## src/rtl/sha_pkg.sv

```systemverilog
// Shared SHA-256 types and message-layout constants for the double-hash
// datapath and its nonce scheduler.
package sha_pkg;

  typedef logic [7:0][31:0] HashState;

  localparam logic [31:0] SHA_PAD_WORD    = 32'h8000_0000;
  localparam logic [31:0] HEADER_LEN_BITS = 32'h0000_0280;
  localparam int          MSG_WORDS       = 32;
  localparam int          HDR_WORDS       = 20;

  typedef enum logic [1:0] {
    S_IDLE,
    S_ISSUE,
    S_FEED,
    S_DRAIN
  } sched_state_e;

endpackage

```

## src/rtl/nonce_inflight_fifo.sv

```systemverilog
// Small synchronous FIFO holding the nonces of hashes issued but not yet
// returned; head is the nonce of the oldest outstanding hash.
module nonce_inflight_fifo #(
  parameter  int DEPTH = 2,
  localparam int PW    = (DEPTH > 1) ? $clog2(DEPTH) : 1,
  localparam int CW    = $clog2(DEPTH + 1)
) (
  input  logic          clk,
  input  logic          rst,
  input  logic          push_i,
  input  logic          pop_i,
  input  logic [31:0]   wdata_i,
  output logic [31:0]   rdata_o,
  output logic [CW-1:0] count_o,
  output logic          empty_o,
  output logic          full_o
);

  logic [31:0]   mem_q [DEPTH];
  logic [PW-1:0] wptr_q, wptr_d;
  logic [PW-1:0] rptr_q, rptr_d;
  logic [CW-1:0] count_q, count_d;
  logic          do_push, do_pop;

  function automatic logic [PW-1:0] ptr_inc(input logic [PW-1:0] p);
    return (p == PW'(DEPTH - 1)) ? '0 : p + PW'(1);
  endfunction

  assign empty_o = (count_q == '0);
  assign full_o  = (count_q == CW'(DEPTH));
  assign count_o = count_q;
  assign rdata_o = mem_q[rptr_q];
  assign do_push = push_i && !full_o;
  assign do_pop  = pop_i && !empty_o;

  always_comb begin
    wptr_d  = do_push ? ptr_inc(wptr_q) : wptr_q;
    rptr_d  = do_pop ? ptr_inc(rptr_q) : rptr_q;
    count_d = count_q;
    case ({do_push, do_pop})
      2'b10:   count_d = count_q + CW'(1);
      2'b01:   count_d = count_q - CW'(1);
      default: count_d = count_q;
    endcase
  end

  always_ff @(posedge clk or negedge rst) begin
    if (!rst) begin
      wptr_q  <= '0;
      rptr_q  <= '0;
      count_q <= '0;
    end else begin
      wptr_q  <= wptr_d;
      rptr_q  <= rptr_d;
      count_q <= count_d;
    end
  end

  always_ff @(posedge clk) begin
    if (do_push) mem_q[wptr_q] <= wdata_i;
  end

endmodule

```

## src/rtl/sha_nonce_scheduler.sv

```systemverilog
// Sweeps the nonce of a stored 80-byte header across a range, streams one
// padded 32-word message per nonce into the double hasher, and reports hits.
module sha_nonce_scheduler
  import sha_pkg::*;
#(
  parameter int INFLIGHT  = 2,
  parameter int NONCE_IDX = 19
) (
  input  logic        clk,
  input  logic        rst,
  input  logic        tmpl_we,
  input  logic [4:0]  tmpl_addr,
  input  logic [31:0] tmpl_wdata,
  input  logic        job_start,
  input  logic [31:0] nonce_first,
  input  logic [31:0] nonce_last,
  input  logic [31:0] target,
  input  logic        job_abort,
  output logic        dh_start,
  output logic [31:0] dh_M,
  input  logic        dh_input_valid,
  input  HashState    dh_hash,
  input  logic        dh_hash_valid,
  output logic        busy,
  output logic        done,
  output logic        found,
  output logic [31:0] found_nonce,
  output logic        err
);

  localparam int         CW     = $clog2(INFLIGHT + 1);
  localparam logic [4:0] NIDX   = 5'(NONCE_IDX);
  localparam logic [4:0] PAD_W  = 5'(HDR_WORDS);
  localparam logic [4:0] LAST_W = 5'(MSG_WORDS - 1);

  sched_state_e state_q, state_d;
  logic [4:0]   widx_q, widx_d;
  logic [31:0]  nonce_q, nonce_d;
  logic [31:0]  last_q, last_d;
  logic [31:0]  target_q, target_d;
  logic         aborted_q, aborted_d;
  logic         dh_start_q, dh_start_d;
  logic         done_q, done_d;
  logic         found_q, found_d;
  logic [31:0]  found_nonce_q, found_nonce_d;
  logic         err_q, err_d;
  logic [31:0]  tmpl_q [HDR_WORDS];
  logic [31:0]  msg_word;
  logic         push, pop, hit, tmpl_wr, accept;
  logic [31:0]  fifo_head;
  logic [CW-1:0] fifo_count;
  logic         fifo_empty, fifo_full;
  logic         unused_hash;

  nonce_inflight_fifo #(.DEPTH(INFLIGHT)) u_fifo (
    .clk     (clk),
    .rst     (rst),
    .push_i  (push),
    .pop_i   (pop),
    .wdata_i (nonce_q),
    .rdata_o (fifo_head),
    .count_o (fifo_count),
    .empty_o (fifo_empty),
    .full_o  (fifo_full)
  );

  assign unused_hash = ^{dh_hash[6:0], fifo_count};

  assign busy        = (state_q != S_IDLE);
  assign accept      = (state_q == S_IDLE) && job_start;
  assign tmpl_wr     = tmpl_we && !busy && (tmpl_addr < PAD_W);
  assign pop         = dh_hash_valid && !fifo_empty;
  assign hit         = pop && (dh_hash[7] <= target_q) && !aborted_q;
  assign dh_start    = dh_start_q;
  assign dh_M        = msg_word;
  assign done        = done_q;
  assign found       = found_q;
  assign found_nonce = found_nonce_q;
  assign err         = err_q;

  // Outside FEED (including the drain after an abort) the hasher sees zeros.
  always_comb begin
    msg_word = '0;
    if (state_q == S_FEED) begin
      if (widx_q == NIDX)        msg_word = nonce_q;
      else if (widx_q < PAD_W)   msg_word = tmpl_q[widx_q];
      else if (widx_q == PAD_W)  msg_word = SHA_PAD_WORD;
      else if (widx_q == LAST_W) msg_word = HEADER_LEN_BITS;
    end
  end

  always_comb begin
    state_d       = state_q;
    widx_d        = dh_input_valid ? widx_q + 5'd1 : widx_q;
    nonce_d       = nonce_q;
    last_d        = last_q;
    target_d      = target_q;
    aborted_d     = aborted_q;
    dh_start_d    = 1'b0;
    done_d        = 1'b0;
    push          = 1'b0;
    found_d       = hit;
    found_nonce_d = hit ? fifo_head : found_nonce_q;
    err_d         = accept ? 1'b0 : err_q;
    if (dh_hash_valid && fifo_empty) err_d = 1'b1;

    case (state_q)
      S_IDLE: begin
        if (job_start) begin
          nonce_d   = nonce_first;
          last_d    = nonce_last;
          target_d  = target;
          aborted_d = 1'b0;
          state_d   = S_ISSUE;
        end
      end
      S_ISSUE: begin
        if (job_abort) begin
          aborted_d = 1'b1;
          state_d   = S_DRAIN;
        end else if (!fifo_full) begin
          dh_start_d = 1'b1;
          push       = 1'b1;
          widx_d     = '0;
          state_d    = S_FEED;
        end
      end
      S_FEED: begin
        if (job_abort) begin
          aborted_d = 1'b1;
          state_d   = S_DRAIN;
        end else if (dh_input_valid && (widx_q == LAST_W)) begin
          if (nonce_q == last_q) begin
            state_d = S_DRAIN;
          end else begin
            nonce_d = nonce_q + 32'd1;
            state_d = S_ISSUE;
          end
        end
      end
      S_DRAIN: begin
        if (fifo_empty) begin
          done_d    = 1'b1;
          aborted_d = 1'b0;
          state_d   = S_IDLE;
        end
      end
      default: state_d = S_IDLE;
    endcase
  end

  always_ff @(posedge clk or negedge rst) begin
    if (!rst) begin
      state_q       <= S_IDLE;
      widx_q        <= '0;
      aborted_q     <= 1'b0;
      dh_start_q    <= 1'b0;
      done_q        <= 1'b0;
      found_q       <= 1'b0;
      found_nonce_q <= '0;
      err_q         <= 1'b0;
    end else begin
      state_q       <= state_d;
      widx_q        <= widx_d;
      aborted_q     <= aborted_d;
      dh_start_q    <= dh_start_d;
      done_q        <= done_d;
      found_q       <= found_d;
      found_nonce_q <= found_nonce_d;
      err_q         <= err_d;
    end
  end

  always_ff @(posedge clk) begin
    nonce_q  <= nonce_d;
    last_q   <= last_d;
    target_q <= target_d;
    if (tmpl_wr) tmpl_q[tmpl_addr] <= tmpl_wdata;
  end

endmodule

```

## config.mk

```make
export PLATFORM = sky130hd
export DESIGN_NAME = sha_nonce_scheduler
export DESIGN_NICKNAME = d
export VERILOG_FILES = /design/src/rtl/sha_pkg.sv /design/src/rtl/nonce_inflight_fifo.sv /design/src/rtl/sha_nonce_scheduler.sv
export SDC_FILE = /design/constraint.sdc
export NUM_CORES = 1
export LEC_CHECK = 0
export ABC_AREA = 1
export CAP_MARGIN = 10
export CELL_PAD_IN_SITES_DETAIL_PLACEMENT = 1
export CELL_PAD_IN_SITES_GLOBAL_PLACEMENT = 1
export CORE_UTILIZATION = 40
export CTS_CLUSTER_DIAMETER = 60
export DETAILED_ROUTE_END_ITERATION = 10
export PLACE_DENSITY_LB_ADDON = 0.1
export SLEW_MARGIN = 20
export SYNTH_ARGS = -nofsm -noshare
export SYNTH_HDL_FRONTEND = slang
export SYNTH_SLANG_ARGS = --single-unit
```

## constraint.sdc

```tcl
create_clock -name clk -period 5.9 [get_ports clk]
set_input_delay 1.18 -clock clk [delete_from_list [all_inputs] [get_ports clk]]
set_output_delay 1.18 -clock clk [all_outputs]
set_load 0.02 [all_outputs]
```

-- Word level (Yosys, flattened, before mapping)
Memory sizes are Yosys's and may differ from the RTL's. A register that Yosys moved wholly into a read port is not among the register bits.
Cells that the tools add are included.
- register bits: 112
- memory bits (writable): 704
- input port bits: 396
- output and inout port bits: 69
- word-level logic and storage cells: 108
- memories: 2
- memory list (name ; depth ; width ; read ports ; clocked after Yosys merged registers in ; write ports ; line ; source):
    tmpl_q ; 20 ; 32 ; 1 ; 0 ; 1 ; sha_nonce_scheduler.sv:47 ; logic [31:0] tmpl_q [HDR_WORDS];
    u_fifo.mem_q ; 2 ; 32 ; 1 ; 1 ; 1 ; nonce_inflight_fifo.sv:19 ; logic [31:0] mem_q [DEPTH];
- add/sub/neg operators: 6
- order comparisons: 3
- equal/unequal tests: 18
- mux-type cells: 40
- reduce and logical (&&, ||, !) cells: 26
- operator list (kind ; number):
    $mux W32 ; 8
    $pmux W32 S2 ; 1
    $add A32 B1 Y32 const B ; 1
    $eq A32 B32 Y1 ; 1
    $le A32 B32 Y1 ; 1
    $mux W5 ; 4
    $mux W1 ; 16
    $eq A5 B5 Y1 const B ; 3
    $mux W2 ; 7
    $logic_and A1 B1 Y1 ; 10
    $lt A5 B5 Y1 const B ; 2
    $mux W10 ; 1
    $eq A2 B2 Y1 const B ; 4
    $ne A2 B2 Y1 const B ; 4
    $pmux W2 S4 ; 1
    $reduce_bool A2 Y1 ; 4
    $add A5 B1 Y5 const B ; 1
    $logic_not A1 Y1 ; 5
    $reduce_and A5 Y1 ; 1
    $eq A2 B1 Y1 const B ; 2
    $logic_not A2 Y1 ; 2
    $ne A2 B1 Y1 const B ; 2
    $pmux W2 S2 ; 1
    $reduce_and A4 Y1 ; 1
    9 further kinds ; 10

-- Depth between registers and ports, before layout
- depth after elaboration: 7
- gate-level depth with buffers: 18
- mapped depth without buffers: 17

-- Cells and area by module
Synthesis repeated with hierarchy kept, for this count alone.
- cell total of the unflattened synthesis: 3001
- area total of the unflattened synthesis: 35952.0 µm²
- by module, submodules not included (module ; times used ; cells each ; area each (µm²) ; seq. area each (µm²)):
    sha_nonce_scheduler ; 1 ; 2801 ; 33026.7 ; 23202.3
    nonce_inflight_fifo ; 1 ; 200 ; 2925.3 ; 2021.9

-- Worst setup path after synthesis
OpenSTA, ideal clock, no wires.
- path type: input to register
- start point: input tmpl_addr[4]
- end point: memory tmpl_q[8][0], enable pin
- arrival: 4509 ps
- data required time: 5395 ps
- path slack: 886 ps
- stages on the path: 3
- buffers on the path: 0
- cells stage by stage: nor3_1 inv_1 nor4_1
- cells in the longest elaborated chain, start to end: 4
- ends and longest elaborated chain (element ; line ; source):
    start, declared ; sha_nonce_scheduler.sv:12 ; input logic [4:0] tmpl_addr,
    $lt A5 B5 Y1 ; sha_nonce_scheduler.sv:71 ; assign tmpl_wr = tmpl_we && !busy && (tmpl_addr < PAD_W);
    $logic_and A1 B1 Y1 ; sha_nonce_scheduler.sv:71 ;
    $mux W1 ; sha_nonce_scheduler.sv:178 ; if (tmpl_wr) tmpl_q[tmpl_addr] <= tmpl_wdata;
    $mux W1 (not written as such) ; sha_nonce_scheduler.sv:178 ;
    end, declared ; sha_nonce_scheduler.sv:47 ;
Several ways; a longest one is shown, not always the timed one.

-- Worst setup path after layout
- start point: register widx_q[1]
- end point: output dh_M[12]
- cells in the longest elaborated chain, start to end: 4
- ends and longest elaborated chain (element ; line ; source):
    start, declared ; sha_nonce_scheduler.sv:37 ; logic [4:0] widx_q, widx_d;
    start signal, assigned ; sha_nonce_scheduler.sv:164 ; widx_q <= widx_d;
    $mem_v2 Z20 W32 / $lt A5 B5 Y1 (equally long branches) ; -- ;
    $mux W32 ; sha_nonce_scheduler.sv:86 ; else if (widx_q < PAD_W) msg_word = tmpl_q[widx_q];
    $mux W32 (*) ; sha_nonce_scheduler.sv:85 ; if (widx_q == NIDX) msg_word = nonce_q;
    $mux W32 (*) ; sha_nonce_scheduler.sv:84 ; if (state_q == S_FEED) begin
    end, declared ; sha_nonce_scheduler.sv:20 ; output logic [31:0] dh_M,
Mark *: on every way between the ends. The rest lies on a longest branch, timed or not.

==> flow_metrics.py <==
metrics = {
    "global_route": {
        "grt_use_total": 0.235,
        "grt_overflow": 0,
        "grt_pass1_wl_microns": 156000,
        "grt_max_degree": 144,
        "first_global_vias": 25000,
        "antenna_found_initial": 9,
    },
    "timing": {
        "min_period_over_period": 0.888,
        "slew_headroom": 0.301,
        "setup_ws_ps": 658,
        "post-route-min-period_ps": 5240,
        "hold_violations": 0,
        "tns_ps": 0,
        "rsz0062_at_grt": "false",
        "finalSetupViolations": 0,
        "fin_worst_skew_ps": 23.5,
        "holdWs_ps": 476,
        "tightestPinTransition_ps": 1050,
        "drv_slew": 0,
        "fmax_mhz": 191,
    },
    "clocking": {
        "post_cts_buffers": 0,
        "numCtsBuffers": 96,
        "numClockSinks": 848,
        "htree_levels": 3,
        "cts_tree": "yes",
        "cts_root_buf": "clkbuf_16",
        "ctsResizeCount": 0,
        "clock_path_buffers": 3,
        "worstSkewPairLatency_ps": 680,
        "path_clk_slew_ps": 60,
        "postCtsHoldBufs": 0,
    },
    "routing": {
        "num_vias": 24200,
        "drc_errors": 0,
        "avgViaCountPerCell": 5.43,
        "routed_wl_microns": 106000,
        "dr.pass1.iters": 5,
        "antenna_left": 0,
        "post_drt_wl_per_cell_microns": 23.8,
        "drtIter0Drc": 1782,
    },
    "logic_synthesis": {
        "synthTopCellsByArea": "edfxtp_1, nand2_1, nor2_1, o21ai_0, dfrtp_1",
        "ys_warn_count": 0,
        "ys_types": 44,
        "synth-seq-cells": 848,
        "yosys_most_used_dff": "edfxtp_1",
        "synth_top_area_share": 0.679,
        "netlist_instances": 2983,
        "syn_nets": 3421,
        "syn-mean-instance-area_sq_um": 11.9,
        "ys_seq_area_frac": 0.713,
        "syn_area_sq_um": 35400,
        "synth_edf_count": 800,
        "synth_top_area_cell": "edfxtp_1",
        "async_flop_share": 0.0566,
    },
    "critical_path": {
        "crit_fanout": 32,
        "timing.rr.start": "state_q[0]",
        "crit_path_end_kind": "output pin",
        "critical-path-slowest-cell": "clkdlybuf4s50_1",
        "required_ps": 4720,
        "critPathArrivalTime_ps": 4060,
        "crit_chain": "ha_1 > inv_1 > nor3_4 > nor2_4 > buf_4 > o21ai_0 > inv_1 > nand2_1 > a21oi_1 > clkdlybuf4s50_1",
        "critPathKind": "reg2out",
        "cp-start-kind": "register",
        "cp_common_cell": "inv_1",
        "crit_family": "buffers and inverters",
        "r2r_cells": 7,
        "worst-path-buf-inv": 4,
        "reg2reg_setup_slack_ps": 2170,
        "reg2reg_to": "tmpl_q[19][29]",
        "cp_slowest_stage_delay_ps": 670,
    },
    "min_path": {
        "min_to": "found_nonce[13]",
        "hold_path_depth": 2,
        "min_from": "found_nonce[13]",
        "hp-class": "reg2reg",
    },
    "floorplanning": {
        "initial_utilization": 0.406,
        "fp.dieArea_sq_um": 89700,
        "io_pins": 465,
        "die-width_microns": 299,
        "rows": 108,
        "fp.dieH_microns": 299,
        "core_area_sq_um": 87200,
    },
    "cells_and_area": {
        "fin_nets": 3655,
        "area_growth_pct": 19.6,
        "fin_area_sq_um": 42300,
        "drive_gt1_frac": 0.0747,
        "fillers": 9053,
    },
    "pwr": {
        "powerDensity_nw_per_um2": 483,
        "total_power_uw": 20500,
        "p_leak_uw": 0.0148,
        "peakVddDrop_v": 0.000412,
    },
    "placement": {
        "placed_cell_area_sq_um": 39100,
        "place_ws_ps": 1370,
        "hpwl_microns": 64600,
        "io_buffers": 240,
        "place.gp.congestion": 0.838,
    },
    "job": {
        "drv_cap": 0,
    },
    "outcome": {
        "status": "finished, final reports clean",
    },
}
==> how the worst max path moves through the flow <==
stage | depth (start not counted) | slack (ps) | from | to
floorplan | 3 | 890 | tmpl_addr[4] | tmpl_q[8][0]
detailed placement | 10 | 1370 | widx_q[1] | dh_M[29]
global placement | 10 | 1390 | widx_q[1] | dh_M[14]
CTS | 10 | 640 | widx_q[1] | dh_M[29]
global route | 11 | 470 | widx_q[0] | dh_M[19]
finish | 10 | 660 | widx_q[1] | dh_M[12]
==> placed cells by master, fill, tap and decap left out, types with 62 or more instances in the layout <==
cell type	count
edfxtp_1	800
nand2_1	515
nor2_1	447
o21ai_0	331
clkdlybuf4s50_1	239
inv_1	114
nand3_1	111
clkbuf_16	96
o22ai_1	84
a21oi_1	62
==> metal layers <==
metal,wire (microns),GRT usage,vias up
met1,45600,0.309,12300
li1,-,-,11100
met2,51800,0.396,630
met3,5820,0.0416,175
met5,53,0,-
met4,2840,0.0717,8
==> registers in the layout, indices dropped and copies added (netlist names) <==
register and count:
u_fifo.mem_q 64, u_fifo.count_o 2, aborted_q 1, tmpl_q 640, found_nonce 32, u_fifo.rptr_q 1, done 1, u_fifo.wptr_q 1
nonce_q 32, err 1, target_q 32, dh_start 1, last_q 32, widx_q 5, found 1, state_q 2
==> synthesized netlist by cell type, types with 8 or more instances <==
library cell,n
o21ai_0,331
nand2_1,516
o211ai_1,50
a21oi_1,63
nand4_1,15
nor2_1,468
buf_2,47
or2_2,11
buf_1,8
xor2_1,18
o22ai_1,84
o21ai_1,53
ha_1,42
buf_4,14
edfxtp_1,800
o21bai_1,18
clkbuf_1,78
dfrtp_1,48
xnor2_1,27
nand3_1,111
nor3_1,17
inv_1,118
==> cell type report <==
type | count | area (sq um) | area share
inverter | 121 | 463 | 0.0109
multi-input combinational | 1853 | 9090 | 0.215
antenna | 5 | 12.5 | 0.000295
timing repair buffer | 297 | 2950 | 0.0696
clock inverter | 57 | 652 | 0.0154
tap | 1155 | 1450 | 0.0341
clock buffer | 117 | 2510 | 0.0593
sequential | 848 | 25200 | 0.596
==> cells by family after synthesis <==
| logic type | Yosys count | share of synthesized area |
|---|---|---|
| DFF | 848 | 0.713 |
| xor gates and xnor gates | 45 | 0.0111 |
| adders and majority gates | 42 | 0.0148 |
| buffers and inverters | 282 | 0.0356 |
| AOI/OAI and AO/OA | 615 | 0.0960 |
| and+or+nand+nor | 1151 | 0.130 |
==> per-stage QoR <==
stage	utilization	cells
CTS	0.485	4447
global placement	0.449	4273
detailed placement	0.449	4273
global route	0.486	4449
finish	0.486	4453
floorplan	-	2983
==> worst register-to-register path: cells and delay by family (launching register included) <==
kind	cells	cell delay (ps)
flops	1	400
simple gates	3	1730
fa+ha+maj	1	310
compound gates	1	470
buf+inv	2	510
==> power breakdown <==
| part | internal [uW] | switching [uW] | leakage (uW) | total (uW) |
|---|---|---|---|---|
| Clock | 3600 | 2430 | 0.00153 | 6020 |
| Sequential | 7140 | 499 | 0.00782 | 7640 |
| Combinational | 2140 | 4650 | 0.00545 | 6790 |
No activity file was read; power rests on OpenSTA's default activity.
